### src/rtl/sr_sched_pkg.sv
// Shared op codes and FSM state encoding for the SR flip-flop command scheduler.
package sr_sched_pkg;

    typedef logic [1:0] op_t;

    localparam op_t OP_NOP = 2'b00;
    localparam op_t OP_SET = 2'b01;
    localparam op_t OP_RST = 2'b10;
    localparam op_t OP_TGL = 2'b11;

    typedef enum logic [1:0] {
        ST_IDLE  = 2'd0,
        ST_DRIVE = 2'd1,
        ST_GAP   = 2'd2,
        ST_CHECK = 2'd3
    } state_t;

endpackage

### src/rtl/sr_cmd_fifo.sv
// Small power-of-two command FIFO: synchronous push/pop, async active-high reset, registered head.
module sr_cmd_fifo
    import sr_sched_pkg::*;
#(
    parameter int unsigned DEPTH = 4
) (
    input  logic clk,
    input  logic rst,
    input  logic push,
    input  op_t  din,
    input  logic pop,
    output logic full,
    output logic empty,
    output op_t  head
);

    localparam int unsigned AW = $clog2(DEPTH);
    localparam int unsigned CW = AW + 1;

    op_t            mem [DEPTH];
    logic [AW-1:0]  wr_ptr;
    logic [AW-1:0]  rd_ptr;
    logic [CW-1:0]  count;
    logic           do_push;
    logic           do_pop;

    assign full    = (count == CW'(DEPTH));
    assign empty   = (count == '0);
    assign head    = mem[rd_ptr];
    assign do_push = push && !full;
    assign do_pop  = pop && !empty;

    // Pointers wrap modulo DEPTH by natural overflow.
    always_ff @(posedge clk or posedge rst) begin
        if (rst) begin
            wr_ptr <= '0;
            rd_ptr <= '0;
            count  <= '0;
        end else begin
            if (do_push) wr_ptr <= wr_ptr + AW'(1);
            if (do_pop)  rd_ptr <= rd_ptr + AW'(1);
            if (do_push && !do_pop)      count <= count + CW'(1);
            else if (do_pop && !do_push) count <= count - CW'(1);
        end
    end

    always_ff @(posedge clk) begin
        if (do_push) mem[wr_ptr] <= din;
    end

endmodule

### src/rtl/sr_cmd_scheduler.sv
// Queues SET/RESET/TOGGLE commands and drives one-hot S/R pulses, checking Q after each pulse.
// Optional saturating mismatch counter err_cnt enabled by defining SR_SCHED_ERRCNT_EN.
module sr_cmd_scheduler
    import sr_sched_pkg::*;
#(
    parameter int unsigned DEPTH     = 4,
    parameter int unsigned PULSE_CYC = 1,
    parameter int unsigned GAP_CYC   = 1
`ifdef SR_SCHED_ERRCNT_EN
    ,parameter int unsigned CNT_W    = 8
`endif
) (
    input  logic             CLK,
    input  logic             RST,
    input  logic             req_valid,
    input  logic [1:0]       req_op,
    output logic             req_ready,
    input  logic             q_fb,
    output logic             S,
    output logic             R,
    output logic             busy,
    output logic             err
`ifdef SR_SCHED_ERRCNT_EN
    ,output logic [CNT_W-1:0] err_cnt
`endif
);

    localparam int unsigned PH_MAX = (PULSE_CYC > GAP_CYC) ? PULSE_CYC : GAP_CYC;
    localparam int unsigned PH_W   = $clog2(PH_MAX) + 1;

    state_t          state;
    state_t          state_nx;
    logic [PH_W-1:0] ph_cnt;
    logic [PH_W-1:0] ph_nx;
    logic            exp_q;
    logic            exp_nx;
    logic            s_nx;
    logic            r_nx;
    logic            fifo_push;
    logic            fifo_pop;
    logic            fifo_full;
    logic            fifo_empty;
    op_t             fifo_head;

    // NOPs complete the handshake but never occupy a slot.
    assign req_ready = !fifo_full && !RST;
    assign fifo_push = req_valid && req_ready && (op_t'(req_op) != OP_NOP);
    assign busy      = (state != ST_IDLE) || !fifo_empty;

    sr_cmd_fifo #(
        .DEPTH (DEPTH)
    ) u_fifo (
        .clk   (CLK),
        .rst   (RST),
        .push  (fifo_push),
        .din   (op_t'(req_op)),
        .pop   (fifo_pop),
        .full  (fifo_full),
        .empty (fifo_empty),
        .head  (fifo_head)
    );

    always_ff @(posedge CLK or posedge RST) begin
        if (RST) begin
            state  <= ST_IDLE;
            ph_cnt <= '0;
            exp_q  <= 1'b0;
            S      <= 1'b0;
            R      <= 1'b0;
        end else begin
            state  <= state_nx;
            ph_cnt <= ph_nx;
            exp_q  <= exp_nx;
            S      <= s_nx;
            R      <= r_nx;
        end
    end

    // Next-state, next S/R and the CHECK-cycle mismatch flag; S/R derive from a single exp bit.
    always_comb begin
        state_nx = state;
        ph_nx    = ph_cnt;
        exp_nx   = exp_q;
        fifo_pop = 1'b0;
        s_nx     = 1'b0;
        r_nx     = 1'b0;
        err      = 1'b0;
        case (state)
            ST_IDLE: begin
                if (!fifo_empty) begin
                    fifo_pop = 1'b1;
                    state_nx = ST_DRIVE;
                    ph_nx    = PH_W'(PULSE_CYC - 1);
                    case (fifo_head)
                        OP_RST:  exp_nx = 1'b0;
                        OP_TGL:  exp_nx = !q_fb;
                        default: exp_nx = 1'b1;
                    endcase
                    s_nx = exp_nx;
                    r_nx = !exp_nx;
                end
            end
            ST_DRIVE: begin
                if (ph_cnt == '0) begin
                    state_nx = ST_GAP;
                    ph_nx    = PH_W'(GAP_CYC - 1);
                end else begin
                    ph_nx = ph_cnt - PH_W'(1);
                    s_nx  = exp_q;
                    r_nx  = !exp_q;
                end
            end
            ST_GAP: begin
                if (ph_cnt == '0) state_nx = ST_CHECK;
                else              ph_nx    = ph_cnt - PH_W'(1);
            end
            ST_CHECK: begin
                err      = (q_fb != exp_q);
                state_nx = ST_IDLE;
            end
            default: state_nx = ST_IDLE;
        endcase
    end

`ifdef SR_SCHED_ERRCNT_EN
    always_ff @(posedge CLK or posedge RST) begin
        if (RST)                       err_cnt <= '0;
        else if (err && err_cnt != '1) err_cnt <= err_cnt + CNT_W'(1);
    end
`endif

endmodule
### config.mk
export PLATFORM = sky130hd
export DESIGN_NAME = sr_cmd_scheduler
export DESIGN_NICKNAME = d
export VERILOG_FILES = /design/src/rtl/sr_sched_pkg.sv /design/src/rtl/sr_cmd_fifo.sv /design/src/rtl/sr_cmd_scheduler.sv
export SDC_FILE = /design/constraint.sdc
export NUM_CORES = 1
export LEC_CHECK = 0
export BUFFER_PORTS_ARGS = -buffer_cell sky130_fd_sc_hd__buf_2
export CORE_MARGIN = 4
export CORE_UTILIZATION = 53
export CTS_CLUSTER_SIZE = 14
export DETAILED_ROUTE_END_ITERATION = 6
export PLACE_DENSITY = 0.73
export SKIP_CTS_REPAIR_TIMING = 1
export SYNTH_ARGS = -nofsm -noshare
export SYNTH_HDL_FRONTEND = slang
export SYNTH_HIERARCHICAL = 1
export SYNTH_SLANG_ARGS = --single-unit
### constraint.sdc
create_clock -name CLK -period 4.55 [get_ports CLK]
set_input_delay 0.6825 -clock CLK [delete_from_list [all_inputs] [get_ports CLK]]
set_output_delay 0.6825 -clock CLK [all_outputs]
set_load 0.02 [all_outputs]
==> impl_results.rst <==
.. list-table::
   :header-rows: 1

   * - Metric
     - Value
   * - Outcome
     - completed
   * - Max stage delay on crit path
     - 0.45 ns
   * - Via/cell ratio
     - 4.982
   * - Core area
     - 0.001764 mm²
   * - Net count of the mapped netlist
     - 91
   * - Post-layout net count
     - 105
   * - Most common cell after layout, fill and taps aside
     - sky130_fd_sc_hd__dfrtp_1
   * - Height of the die
     - 51.62 µm
   * - Detailed-routing iteration count for the pre-antenna-repair pass
     - 4
   * - Type of destination of the critical path
     - register
   * - Combined global-route utilization of all metal layers
     - 0.1315
   * - Family with the most delay on the worst path
     - simple AND/OR/NAND/NOR gates
   * - Initial DRC Count
     - 11
   * - Detailed Route WL
     - 1469 µm
   * - Number of flops mapped to enable cells by yosys
     - 8
   * - Fin. Hold Viols
     - 0
   * - Count of nets left with antenna violations after detail routing
     - 0
   * - Via count of the first global-routing pass
     - 609
   * - Number of buffers on the longest clock path
     - 2
   * - Top flip-flop cell by instance count after synthesis
     - sky130_fd_sc_hd__dfrtp_1
   * - Seq/Total Area, Yosys
     - 0.5360
   * - Remaining max-slew budget at the tightest pin
     - 0.6637
   * - Worst Setup Path Type
     - reg2reg
   * - Critical path's most frequent cell
     - sky130_fd_sc_hd__xor2_1
   * - Final min period
     - 2.397 ns
   * - RR Startpoint
     - u_fifo/count[2]$_DFFE_PP0P_
   * - Finish-stage setup viols
     - 0
   * - CTS tree
     - done
   * - Cell at the slowest stage of the critical path
     - sky130_fd_sc_hd__nor2b_1
   * - Standard-cell row count
     - 15
   * - Destination of the worst register-to-register timing path
     - u_fifo/count[2]$_DFFE_PP0P_
   * - Avg Synthesized Cell Area
     - 13.45 µm²
   * - Worst clock skew
     - 0.003336 ns
   * - Final HPWL from detailed placement
     - 1193 µm
   * - Power per Cell Area
     - 607.5 mW/mm²
   * - DRC violation count after routing
     - 0
   * - Pin count of the biggest net entering global routing
     - 12
   * - Ports placed on the boundary
     - 11
   * - Clock latency on the worst-skew pair
     - 0.29 ns
   * - Htree depth
     - 1
   * - Initial antenna violation count
     - 0
   * - Horizontal die dimension
     - 51.62 µm
   * - Hold Worst Slack
     - 0.2975 ns
   * - Depth of the worst register-to-register path
     - 9
   * - Commonest non-fill, non-tap cells in the layout
     - sky130_fd_sc_hd__dfrtp_1, sky130_fd_sc_hd__buf_2, sky130_fd_sc_hd__ha_1, sky130_fd_sc_hd__inv_1, sky130_fd_sc_hd__edfxtp_1
   * - Proportion of total power due to net switching
     - 0.3686
   * - Overall via count from detail_route
     - 563
   * - Static Leakage
     - 0.0004993 µW
   * - Cell-internal power
     - 423.8 µW
   * - Relative contribution of sequential cells to total power
     - 0.453
   * - Cell at the root of the clock tree
     - sky130_fd_sc_hd__clkbuf_4
   * - DR WL/cell
     - 13.00 µm
   * - # fillers
     - 168
   * - Combined buffer and inverter count along the critical path
     - 1
   * - # diodes
     - 0
   * - Post-route fraction of the period consumed by the critical path
     - 0.5269
   * - Crit Path Max Fanout
     - 7
   * - Startpoint type of the worst setup path
     - register
   * - Comb pwr share
     - 0.425
   * - Share of flip-flops with an asynchronous set or reset
     - 0.6000
   * - Post-Synthesis Cell Area
     - 0.001008 mm²
   * - Clock transition at the registers of the reported paths
     - 0.10 ns
   * - Number of instances in the synthesized netlist
     - 75
   * - Number of buffers added by the clock tree synthesis step
     - 3
   * - Area grow syn2layout
     - 9.553%
   * - Max-cap violations
     - 0
   * - Share of post-route cells with drive strength above 1
     - 0.2500
   * - Number of buffers added on ports
     - 10
   * - Number of pins exceeding their max-slew limit in the final report
     - 0
   * - Clock network fraction of total power
     - 0.122
   * - Overflow after GRT
     - 0
   * - WP data required
     - 4.77 ns
   * - Wire length of the first global-routing pass
     - 2497 µm
   * - RePlAce Congestion
     - 0.7231
   * - Clock Sinks
     - 20
   * - Total Die Area
     - 0.002665 mm²
   * - Worst Max-Slew Pin Slew
     - 0.5035 ns
   * - Highest ir drop seen on vdd
     - 299.1 µV
   * - Highest achievable clock rate
     - 0.4171 GHz
   * - Arrival time at the worst endpoint
     - 2.62 ns
   * - Setup repair after global routing missed its margin
     - no
   * - Total of flip-flops plus latches after synthesis
     - 20
   * - Cell variety after synth
     - 25
   * - Critical path cell sequence
     - nor3b_2 > nor3_1 > nor2b_1 > ha_1 > inv_1 > fa_1 > xor2_1 > nor2_1 > xor2_1
   * - Initial standard-cell utilization of the core
     - 0.5716
   * - Worst hold path type
     - in2async
   * - Setup slack of the worst register-to-register path
     - 2.15 ns
   * - Final TNS setup
     - 0 ns
   * - Net switching power
     - 247.4 µW
   * - Number of warning messages in the yosys log
     - 6
[cells by family after synthesis]
| family | Yosys count | synth area share |
|---|---|---|
| xor gates and xnor gates | 7 | 0.06080 |
| adders and majority gates | 10 | 0.1315 |
| muxes | 4 | 0.07071 |
| buffers and inverters | 9 | 0.04094 |
| AOI/OAI and AO/OA | 5 | 0.02730 |
| and+or+nand+nor | 20 | 0.1327 |
| DFF | 20 | 0.5360 |
[state kept, by name, indices dropped and copies added (netlist names)]
register       cells
R                  1
state              2
u_fifo/mem         8
u_fifo/count       3
exp_q              1
u_fifo/wr_ptr      2
u_fifo/rd_ptr      2
S                  1
[through the flow]
stage            util  worst slack, ns  power (µW)  cells  cell area (µm²)
2_1_floorplan       -            2.366       528.6     75             1008
5_1_grt        0.6262            1.963       731.8    113             1105
6_report       0.6262            2.153       671.2    113             1105
3_5_place_dp   0.6113            1.868       598.4    109             1079
4_1_cts        0.6262            2.152       682.9    113             1105
3_3_place_gp   0.6113            1.981       581.4    109             1079
[worst max-delay path by stage]
stage | from | endpoint | slack [ns] | cells after the start
after CTS | u_fifo/count[2]$_DFFE_PP0P_ | u_fifo/count[2]$_DFFE_PP0P_ | 2.15 | 9
after global routing | u_fifo/count[2]$_DFFE_PP0P_ | u_fifo/count[2]$_DFFE_PP0P_ | 1.96 | 9
after global placement | req_op[1] | u_fifo/count[2]$_DFFE_PP0P_ | 1.98 | 10
after floorplan | req_op[1] | u_fifo/count[2]$_DFFE_PP0P_ | 2.37 | 10
final | u_fifo/count[2]$_DFFE_PP0P_ | u_fifo/count[2]$_DFFE_PP0P_ | 2.15 | 9
after detailed placement | req_op[0] | u_fifo/count[2]$_DFFE_PP0P_ | 1.87 | 10
[layer usage]
layer	wire, µm	vias up	track usage
li1	-	276	-
met1	581	270	0.1458
met2	803	13	0.2309
met3	57	4	0.03438
met4	27	0	0.06550
met5	0	-	0
[power by group through the flow]
| stage | clock network [µW] | logic [µW] | registers (µW) |
|---|---|---|---|
| after floorplan | 0 | 223 | 305 |
| after global placement | 0 | 276 | 306 |
| after detailed placement | 0 | 289 | 310 |
| after CTS | 86.6 | 290 | 306 |
| after global routing | 96.5 | 322 | 313 |
| final | 82.1 | 285 | 304 |
[final cells by class]
type / instances / area (µm²) / share of cell area
Clock buffer: 3 / 22.52 / 0.02039
Clock inverter: 1 / 3.754 / 0.003398
Inverter: 8 / 30.03 / 0.02718
Multi-Input combinational cell: 46 / 426.7 / 0.3862
Sequential cell: 20 / 540.5 / 0.4892
Tap cell: 25 / 31.28 / 0.02831
Timing Repair Buffer: 10 / 50.05 / 0.04530
[synth_stat cells, types with 2 or more instances]
library cell	number	area share
sky130_fd_sc_hd__inv_1	8	0.030
sky130_fd_sc_hd__o21ai_0	4	0.020
sky130_fd_sc_hd__dfrtp_1	12	0.30
sky130_fd_sc_hd__and2_1	5	0.031
sky130_fd_sc_hd__edfxtp_1	8	0.24
sky130_fd_sc_hd__nor2_1	3	0.011
sky130_fd_sc_hd__nand2_1	3	0.011
sky130_fd_sc_hd__ha_1	9	0.11
sky130_fd_sc_hd__mux4_2	2	0.045
sky130_fd_sc_hd__xnor2_1	4	0.035
sky130_fd_sc_hd__xor2_1	3	0.026
(Power assumes the default switching activity.)
